## src/rtl/piso_serializer_if.sv

```systemverilog
// piso_serializer_if: parallel word handshake in, MSB-first serial stream out
interface piso_serializer_if #(parameter int WIDTH = 4);
  logic [WIDTH-1:0] din;
  logic din_valid;
  logic din_ready;
  logic sout;
  logic sout_valid;
  logic frame_start;
  logic done;
  logic busy;
  modport master (output din, din_valid, input din_ready, sout, sout_valid, frame_start, done, busy);
  modport slave (input din, din_valid, output din_ready, sout, sout_valid, frame_start, done, busy);
endinterface

```

## src/rtl/piso_serializer.sv

```systemverilog
// piso_serializer: holding register + shifter, emits words MSB first with no gap between words
module piso_serializer #(
  parameter int WIDTH = 4
) (
  input logic clk,
  input logic rst,
  piso_serializer_if.slave bus
);
  localparam int CW = $clog2(WIDTH);
  localparam logic [CW-1:0] LAST = CW'(WIDTH - 1);
  typedef enum logic {IDLE, SHIFT} state_e;
  state_e state_q, state_d;
  logic [WIDTH-1:0] hold_q, hold_d, shreg_q, shreg_d;
  logic [CW-1:0] cnt_q, cnt_d;
  logic hold_full_q, hold_full_d, ready_q, accept, load, shifting;
  always_comb begin
    accept = bus.din_valid & ready_q;
    load = hold_full_q & (state_q == IDLE || cnt_q == '0);
    state_d = load ? SHIFT : (cnt_q == '0 ? IDLE : state_q);
    shreg_d = load ? hold_q : (state_q == SHIFT ? {shreg_q[WIDTH-2:0], 1'b0} : shreg_q);
    cnt_d = load ? LAST : (cnt_q != '0 ? cnt_q - 1'b1 : cnt_q);
    hold_d = accept ? bus.din : hold_q;
    hold_full_d = accept | (hold_full_q & ~load);
  end
  // ready tracks the next hold_full so it drops at the accept edge and rises at the load edge
  always_ff @(posedge clk) begin
    if (!rst) begin
      state_q <= IDLE;
      shreg_q <= '0;
      hold_q <= '0;
      hold_full_q <= 1'b0;
      cnt_q <= '0;
      ready_q <= 1'b0;
    end else begin
      state_q <= state_d;
      shreg_q <= shreg_d;
      hold_q <= hold_d;
      hold_full_q <= hold_full_d;
      cnt_q <= cnt_d;
      ready_q <= ~hold_full_d;
    end
  end
  assign shifting = state_q == SHIFT;
  assign bus.din_ready = ready_q;
  assign bus.sout = shifting & shreg_q[WIDTH-1];
  assign bus.sout_valid = shifting;
  assign bus.frame_start = shifting && cnt_q == LAST;
  assign bus.done = shifting && cnt_q == '0;
  assign bus.busy = shifting | hold_full_q;
endmodule

```

## src/flat_wrapper.sv

```systemverilog
// flat-port wrapper written by rule: the top's interface ports become plain ports
module piso_serializer_flat 
#(
  parameter int WIDTH = 4
)
  (clk, rst, bus_din, bus_din_valid, bus_din_ready, bus_sout, bus_sout_valid, bus_frame_start, bus_done, bus_busy);
  piso_serializer_if #(.WIDTH(WIDTH)) bus_i ();
  input logic clk;
  input logic rst;
  input wire logic [$bits(bus_i.din)-1:0] bus_din;
  input wire logic [$bits(bus_i.din_valid)-1:0] bus_din_valid;
  output wire logic [$bits(bus_i.din_ready)-1:0] bus_din_ready;
  output wire logic [$bits(bus_i.sout)-1:0] bus_sout;
  output wire logic [$bits(bus_i.sout_valid)-1:0] bus_sout_valid;
  output wire logic [$bits(bus_i.frame_start)-1:0] bus_frame_start;
  output wire logic [$bits(bus_i.done)-1:0] bus_done;
  output wire logic [$bits(bus_i.busy)-1:0] bus_busy;
  assign bus_i.din = bus_din;
  assign bus_i.din_valid = bus_din_valid;
  assign bus_din_ready = bus_i.din_ready;
  assign bus_sout = bus_i.sout;
  assign bus_sout_valid = bus_i.sout_valid;
  assign bus_frame_start = bus_i.frame_start;
  assign bus_done = bus_i.done;
  assign bus_busy = bus_i.busy;
  piso_serializer #(.WIDTH(WIDTH)) u_core (.clk(clk), .rst(rst), .bus(bus_i));
endmodule
```

## config.mk

```make
export PLATFORM = sky130hd
export DESIGN_NAME = piso_serializer_flat
export DESIGN_NICKNAME = d
export VERILOG_FILES = /design/src/rtl/piso_serializer_if.sv /design/src/rtl/piso_serializer.sv /design/src/flat_wrapper.sv
export SDC_FILE = /design/constraint.sdc
export NUM_CORES = 1
export LEC_CHECK = 0
export CORE_MARGIN = 3
export CORE_UTILIZATION = 43
export DETAILED_ROUTE_END_ITERATION = 7
export PLACE_DENSITY = 0.66
export SLEW_MARGIN = 15
export SYNTH_ARGS = -nofsm -noshare
export SYNTH_HDL_FRONTEND = slang
export SYNTH_SLANG_ARGS = --single-unit
```

## constraint.sdc

```tcl
create_clock -name clk -period 2.15 [get_ports clk]
set_input_delay 0.215 -clock clk [delete_from_list [all_inputs] [get_ports clk]]
set_output_delay 0.215 -clock clk [all_outputs]
set_load 0.01 [all_outputs]
```

After elaboration in Yosys (flattened, before gate mapping)
Cells that the tools add are included.

Bitwise logic cells: 9. Reduce and logical (&&, ||, !) cells: 8. Mux-type cells: 6. Eq/ne operators: 1. Add/sub/neg operators: 1.

Operators with widths (count): 4-bit 2-to-1 mux (2); 2-bit nonzero test (4); 1-bit bitwise AND (4); 2-bit 2-to-1 mux (2); 1-bit inverter (3); 2-bit equality test, second input constant (1); 1-bit logical AND (2); 2-bit logical NOT (1); 1-bit 2-to-1 mux (2); 1-bit bitwise OR (2); 2-bit by 1-bit subtractor with 2-bit output, second input constant (1); 1-bit logical OR (1).

Register bits: 13. Output and inout bits: 6. Word-level logic and storage cells: 31. Input bits: 7.

Depth between registers and ports, before layout
Gate-level depths: netlist of run 1.

Depth in word-level cells: 7. Mapped depth: 5. Gate-level depth less buffers: 5.

Worst setup path after synthesis of run 1
Ideal clock, no wire load.

Path type: register to register. Start point: register u_core.cnt_q[0]. End point: register u_core.ready_q (netlist: u_core.bus.din_ready). Period minus slack after synthesis: 1.182 ns. Path slack: 0.968 ns. Library setup time: 0.115 ns. Path buffers: 0. Data required time: 2.035 ns. Stages on the path, launching flop included: 6. Arrival time: 1.067 ns. Path through: dfxtp_1 -> inv_1 -> ha_1 -> and2b_4 -> a21boi_1 -> and2_1.

Word-level cells in the longest chain between the ends: 7.

RTL lines: start, declared (line piso_serializer.sv:14) `logic [CW-1:0] cnt_q, cnt_d;`; start signal, assigned (line piso_serializer.sv:39) `cnt_q <= cnt_d;`; 2-bit logical NOT (line piso_serializer.sv:18) `load = hold_full_q & (state_q == IDLE || cnt_q == '0);`; 1-bit logical OR (line piso_serializer.sv:18); 1-bit bitwise AND (line piso_serializer.sv:18); 1-bit inverter (line piso_serializer.sv:23) `hold_full_d = accept | (hold_full_q & ~load);`; 1-bit bitwise AND (line piso_serializer.sv:23); 1-bit bitwise OR (line piso_serializer.sv:23); 1-bit inverter (line piso_serializer.sv:40) `ready_q <= ~hold_full_d;`; end signal, assigned (line piso_serializer.sv:40); end, declared (line piso_serializer.sv:15) `logic hold_full_q, hold_full_d, ready_q, accept, load, shifting;`.

Every way passes these cells. A chain may end at the register's enable or synchronous reset.

Worst setup path after layout of run 1
Start point: register u_core.cnt_q[0]. End point: output bus_done.

Word-level cells in the longest chain between the ends: 2.

RTL lines: 2-bit logical NOT (line piso_serializer.sv:48) `assign bus.done = shifting && cnt_q == '0;`; 1-bit logical AND (line piso_serializer.sv:48); end, declared (line flat_wrapper.sv:16) `output wire logic [$bits(bus_i.done)-1:0] bus_done;`.

Every way passes these cells.

==> results of run 1 <==
==> how the worst min path moves through the flow <==
stage | from | to | slack (ns) | cells past startpoint
2_1_floorplan | rst | u_core.shreg_q[1] | 0.36 | 2
3_3_place_gp | u_core.hold_q[1] | u_core.hold_q[1] | 0.46 | 2
3_5_place_dp | u_core.hold_q[0] | u_core.hold_q[0] | 0.46 | 2
4_1_cts | u_core.hold_q[0] | u_core.hold_q[0] | 0.47 | 2
5_1_grt | u_core.hold_q[0] | u_core.hold_q[0] | 0.51 | 2
6_report | u_core.hold_q[0] | u_core.hold_q[0] | 0.47 | 2
==> logic make-up after synthesis <==
family | count (synthesis) | synth area share (%)
adders and majority gates | 3 | 6.32
xor gates and xnor gates | 1 | 1.47
and+or+nand+nor | 26 | 24.0
AOI/OAI and AO/OA | 15 | 19.2
DFF | 13 | 43.8
buffers and inverters | 5 | 3.37
muxes | 1 | 1.89
==> registers in the layout, indices dropped and copies added (netlist names) <==
name,cells
u_core.bus.sout_valid,1
u_core.shreg_q,4
u_core.hold_q,4
u_core.bus.din_ready,1
u_core.hold_full_q,1
u_core.cnt_q,2
==> metrics by stage <==
stage	hold slack [ns]	instances
6_report	0.466	92
2_1_floorplan	0.362	64
5_1_grt	0.512	92
3_3_place_gp	0.460	88
3_5_place_dp	0.460	88
4_1_cts	0.469	92
==> layer usage <==
layer  routed length (um)  vias to the layer above
met2                  517                       14
met3                   60                        4
met5                    0                        -
met1                  466                      225
li1                     -                      250
met4                   27                        0
==> report_power, final <==
group          switching [uW]  leakage, uW  internal (uW)  total [uW]
combinational            67.2     0.000173           86.2         153
sequential               21.1     0.000107            267         288
clock                    74.6    0.0000150           72.0         147
==> tightest hold or removal path: cells and delay by family (launching register included) <==
family / cells / cell delay, ns
AND/OR/NAND/NOR: 1 / 0.05
AO/OA/AOI/OAI: 1 / 0.06
flip-flops: 1 / 0.31
==> cell usage after synthesis (2+ instances only) <==
library cell | count | area share [%]
sky130_fd_sc_hd__o21ai_1 | 2 | 1.7
sky130_fd_sc_hd__nand3_1 | 4 | 3.4
sky130_fd_sc_hd__ha_1 | 3 | 6.3
sky130_fd_sc_hd__a211oi_1 | 2 | 2.5
sky130_fd_sc_hd__a21boi_0 | 5 | 6.3
sky130_fd_sc_hd__dfxtp_1 | 13 | 44
sky130_fd_sc_hd__nor3b_1 | 2 | 2.5
sky130_fd_sc_hd__nand2_1 | 7 | 4.4
sky130_fd_sc_hd__nor2_1 | 2 | 1.3
sky130_fd_sc_hd__and2_1 | 4 | 4.2
sky130_fd_sc_hd__a21boi_1 | 2 | 2.5
sky130_fd_sc_hd__nor2b_1 | 3 | 3.2
sky130_fd_sc_hd__inv_1 | 2 | 1.3
==> placed cells by master, fill, tap and decap left out, types with 2 or more instances in the layout <==
cell and instances:
sky130_fd_sc_hd__nand3_1 4, sky130_fd_sc_hd__dfxtp_1 13, sky130_fd_sc_hd__clkbuf_4 3, sky130_fd_sc_hd__ha_1 3, sky130_fd_sc_hd__a21boi_0 5, sky130_fd_sc_hd__nor3b_1 2
sky130_fd_sc_hd__nor2b_1 3, sky130_fd_sc_hd__and2_1 4, sky130_fd_sc_hd__nand2_1 7, sky130_fd_sc_hd__nor2_1 2, sky130_fd_sc_hd__clkdlybuf4s50_1 12, sky130_fd_sc_hd__o21ai_1 2
sky130_fd_sc_hd__a211oi_1 2, sky130_fd_sc_hd__inv_1 2, sky130_fd_sc_hd__a21boi_1 2
==> final cells by class <==
type,count,share of cell area (%)
repair buffers,12,16.0
flip-flops and latches,13,34.7
well taps,14,2.34
multi-input cells,46,41.9
clock buffers,4,3.51
inverters,3,1.50
==> reports/results.txt, run 1 <==
Run status -> complete, no violations
Levels on crit path -> 4
Last element of the critical path -> bus_done
DR vias -> 493
Total congestion overflow after global routing -> 0
Vias per std cell -> 5.36
Post-synth EDFFs -> 0
Startpoint of the worst setup timing path -> u_core.cnt_q[0]
Endpoint of the worst-slack reg-to-reg timing path -> u_core.shreg_q[2]
Setup repair after global routing missed its margin -> no
Area of the multi-input gates -> 314 um^2
Placement row count -> 12
Setup crit start kind -> flip-flop
GP Congestion -> 0.729
Area post-placement -> 723 um^2
Setup violators final -> 0
Number of endpoints with negative hold slack in the final report -> 0
Starting DRC count in detailed routing -> 7
Achievable Freq -> 552 MHz
Largest stage delay, worst path -> 0.47 ns
Final cell area excluding filler cells -> 749 um^2
Ant diodes -> 0
DR DRC count -> 0
Chip width -> 43.2 um
Sink Count -> 13
Cell family contributing the most delay on the critical path -> buffers and inverters
Count of yosys warnings during synthesis -> 0
Reported leakage power -> 0.000295 uW
Post-synthesis instance total -> 64
Insertion delay of the later-clocked pin in the worst-skew pair -> 0.28 ns
Data arrival time at the worst-slack endpoint -> 1.60 ns
Count of nets left with antenna violations after detail routing -> 0
CP max-delay cell -> sky130_fd_sc_hd__clkdlybuf4s50_1
Starting Density -> 49.5%
Level count of the clock H-tree -> 1
Prevailing post-synth register cell -> sky130_fd_sc_hd__dfxtp_1
Number of resized instances in the post-cts repair step -> 0
Worst path cell trace -> inv_1 -> ha_1 -> and2_1 -> clkdlybuf4s50_1
Number of buffers inserted during clock tree synthesis -> 3
Final worst slack -> 0.339 ns
Clock root buffer -> sky130_fd_sc_hd__clkbuf_4
Initial DRT Pass Iterations -> 4
Share of cells above drive strength 1 -> 8.97%
Fillers -> 102
Share of the core filled with cells in the final layout -> 62.4%
Met2 Usage GRT -> 23.0%
Synth-to-layout area growth -> 26.1%
Clock tree from TritonCTS -> yes
Die Area -> 1860 um^2
NumNets Final -> 89
Slew Viols, Final -> 0
Core Box Area -> 1200 um^2
Worst slew margin -> 75.9%
Met3 routing resource usage after global routing -> 5.08%
Global routing's busiest layer -> met2
Count of input and output buffers -> 12
Post-CTS Hold Buffers -> 0
Worst-margin pin slew -> 0.361 ns
Antenna violations before repair -> 0
Met1 track demand over resource in global routing -> 13.8%
Worst Path Buf+Inv -> 2
Drt wl/cell -> 11.6 um
Post-detailed-routing wire length -> 1070 um
Clock Pin Slew Worst Setup and Hold Paths -> 0.07 ns
Min Clock Period, post-route -> 1.81 ns
Setup TNS -> 0 ns
Seq/Total Area, Yosys -> 43.8%
Setup WS pre-CTS -> 0.642 ns
Crit share post-route -> 84.2%
Syn_nets -> 74
Post-Syn Area -> 594 um^2
Distinct cell type count after synthesis -> 26
Mapped Avg Cell Area -> 9.29 um^2
Seq cells post-synth -> 13
Power per standard cell area -> 785 nW/um^2
# Max-Cap Violations -> 0
Highest net fanout along the worst path -> 3
Chip height -> 43.2 um
Worst clock skew -> 0.00640 ns
Count of cells along the worst register-to-register path -> 5
Total design power -> 588 uW
Vias in the first global route -> 450
Proportion of register bits with asynchronous set or reset after synthesis -> 0%
Largest buffer count on any clock path -> 2
Data required time at the worst endpoint -> 1.93 ns
Critical Path Sink Type -> primary output
Wire length of the first global-routing pass -> 1840 um
Seq. cell area -> 260 um^2
Post-CTS setup buffer count -> 0
Global-route total usage across every layer -> 13.4%
Largest voltage drop on the vdd net -> 604 uV
Crit Path Class -> flip-flop to primary output
Post-DP HPWL -> 843 um
Maximum number of pins on one net before global-route repair -> 14
Reg-to-reg setup timing slack -> 0.85 ns
Number of placed I/O pins -> 13
Launching point of the worst reg2reg path -> u_core.cnt_q[0]
Path type of the worst min-delay path -> flip-flop to flip-flop
Power figures use the tool's default switching activity.
==> inputs of run 2 (changes only) <==
- CORE_UTILIZATION: 43 -> 42
- PLACE_DENSITY: 0.66 -> 0.67
- clock period: 2.15 -> 1.5 ns (I/O delays scaled with it)
==> run 2 against run 1 <==
Clock-buffer cell count is 1 lower. Die area is 2.0% higher. Register-to-register slack worse by 0.57 ns. Cell count is 6.5% higher. Global-route usage is 0.57 points higher. Sequential power is 43% higher. First-iteration DRC count is 43% lower. Largest cell class unchanged. Largest power group unchanged. Highest routed layer unchanged.
==> reports/results.txt, run 2 (synthesized netlist as in run 1, its figures left out) <==
Vias in the first global route -> 480
NumNets Final -> 95
Data required time at the worst endpoint -> 1.35 ns
Global-route total usage across every layer -> 14.0%
Largest buffer count on any clock path -> 2
Power per standard cell area -> 1110 nW/um^2
Starting Density -> 48.9%
Final cell area excluding filler cells -> 807 um^2
Total congestion overflow after global routing -> 0
Ant diodes -> 0
Chip width -> 43.6 um
Vias per std cell -> 5.06
Most frequent standard cell in the layout excluding fill and tap cells -> sky130_fd_sc_hd__dfxtp_1
Run status -> complete, no violations
Share of cells above drive strength 1 -> 21.4%
Largest registers -> u_core.hold_q (4), u_core.shreg_q (4), u_core.cnt_q (2)
Combinational share of power -> 30.3%
Number of buffers inserted during clock tree synthesis -> 3
Die Area -> 1900 um^2
Setup violators final -> 0
Antenna violations before repair -> 0
Setup repair after global routing missed its margin -> no
Clock root buffer -> sky130_fd_sc_hd__clkbuf_4
Count of nets left with antenna violations after detail routing -> 0
Achievable Freq -> 701 MHz
Net switching power -> 253 uW
Reg power frac -> 45.9%
Setup TNS -> 0 ns
Sw frac -> 28.2%
Slew Viols, Final -> 0
Cell internal pwr -> 643 uW
Sink Count -> 13
DR vias -> 496
Clock Pin Slew Worst Setup and Hold Paths -> 0.08 ns
Chip height -> 43.6 um
Post-DP HPWL -> 883 um
Area post-placement -> 738 um^2
Worst-margin pin slew -> 0.380 ns
Drt wl/cell -> 12.0 um
GP Congestion -> 0.719
Post-detailed-routing wire length -> 1170 um
Starting DRC count in detailed routing -> 4
# Max-Cap Violations -> 0
Insertion delay of the later-clocked pin in the worst-skew pair -> 0.27 ns
Fillers -> 109
Wire length of the first global-routing pass -> 1990 um
Crit Path Class -> flip-flop to primary output
Number of endpoints with negative hold slack in the final report -> 0
Worst slew margin -> 74.6%
Min Clock Period, post-route -> 1.43 ns
Level count of the clock H-tree -> 1
Initial DRT Pass Iterations -> 2
Reported leakage power -> 0.000355 uW
Clock tree from TritonCTS -> yes
Setup crit start kind -> flip-flop
Largest voltage drop on the vdd net -> 687 uV
Data arrival time at the worst-slack endpoint -> 1.28 ns
Count of input and output buffers -> 12
Total design power -> 896 uW
Core Box Area -> 1220 um^2
Critical Path Sink Type -> primary output
Fraction of power consumed by the clock network -> 23.8%
Number of placed I/O pins -> 13
Highest net fanout along the worst path -> 6
Commonest non-fill, non-tap cells in the layout -> sky130_fd_sc_hd__dfxtp_1, sky130_fd_sc_hd__clkdlybuf4s50_1, sky130_fd_sc_hd__nand2_1
Synth-to-layout area growth -> 35.8%
Post-CTS Hold Buffers -> 0
DR DRC count -> 0
Path type of the worst min-delay path -> input port to flip-flop
Maximum number of pins on one net before global-route repair -> 14
Placement row count -> 12
Crit share post-route -> 95.1%
Worst clock skew -> 0.000929 ns
run 2: cell count changes in the layout (fill, tap and decap cells not counted), sizes merged:
cell and delta:
clkinv +1, buf +5, dlymetal6s2s +1, clkdlybuf4s50 -3
dlygate4sd2 +2
run 2: area by class of cell:
class                           count  area, um^2  area share [%]
Tap cell                           14        17.5            2.17
Timing Repair Buffer               18         163            20.2
Inverter                            3        11.3            1.40
Sequential cell                    13         267            33.0
Clock buffer                        3        22.5            2.79
Multi-Input combinational cell     46         322            39.8
Clock inverter                      1        5.00           0.620
run 2: worst max-delay path: stages (launching register included):
cell and delay, ns:
sky130_fd_sc_hd__dfxtp_4 0.37, sky130_fd_sc_hd__and2_1 0.11, sky130_fd_sc_hd__clkdlybuf4s50_1 0.52
run 2: metrics by stage:
stage          utilization, %  instances  hold WS [ns]  worst slack, ns
5_1_grt                  66.4         98         0.449           0.0202
3_3_place_gp             60.7         90         0.456           0.0919
3_5_place_dp             60.7         90         0.462           0.0435
6_report                 66.4         98         0.440           0.0742
4_1_cts                  63.8         94         0.443          0.00404
2_1_floorplan               -         64         0.297            0.318
run 2: power groups by stage:
stage / clock [uW] / sequential, uW / combinational (uW)
after floorplan: 0 / 414 / 160
after global placement: 0 / 417 / 229
after detailed placement: 0 / 420 / 227
after CTS: 222 / 414 / 234
after global routing: 242 / 418 / 297
final: 213 / 411 / 272
run 2: timing repair:
action                                  in CTS  in global routing
pin swaps                                    0                  1
buffers inserted                             0                  4
gates resized for setup                      7                  2
endpoints found under the setup margin       5                  3
run 2: final timing paths:
check	startpoint	end	slack, ns	cells after the start
hold reg to reg	u_core.hold_q[0]	u_core.hold_q[0]	0.47	2
setup reg to reg	u_core.cnt_q[0]	u_core.bus.din_ready	0.28	5
setup / recovery	u_core.bus.sout_valid	bus_sout	0.07	2
hold / removal	bus_din[1]	u_core.hold_q[1]	0.44	3
run 2: per-layer routing:
layer,vias up,track usage (%),wire [um]
met5,-,0,0
met4,0,5.42,16
met3,4,4.98,55
met2,10,22.7,579
met1,223,16.8,523
li1,259,-,-
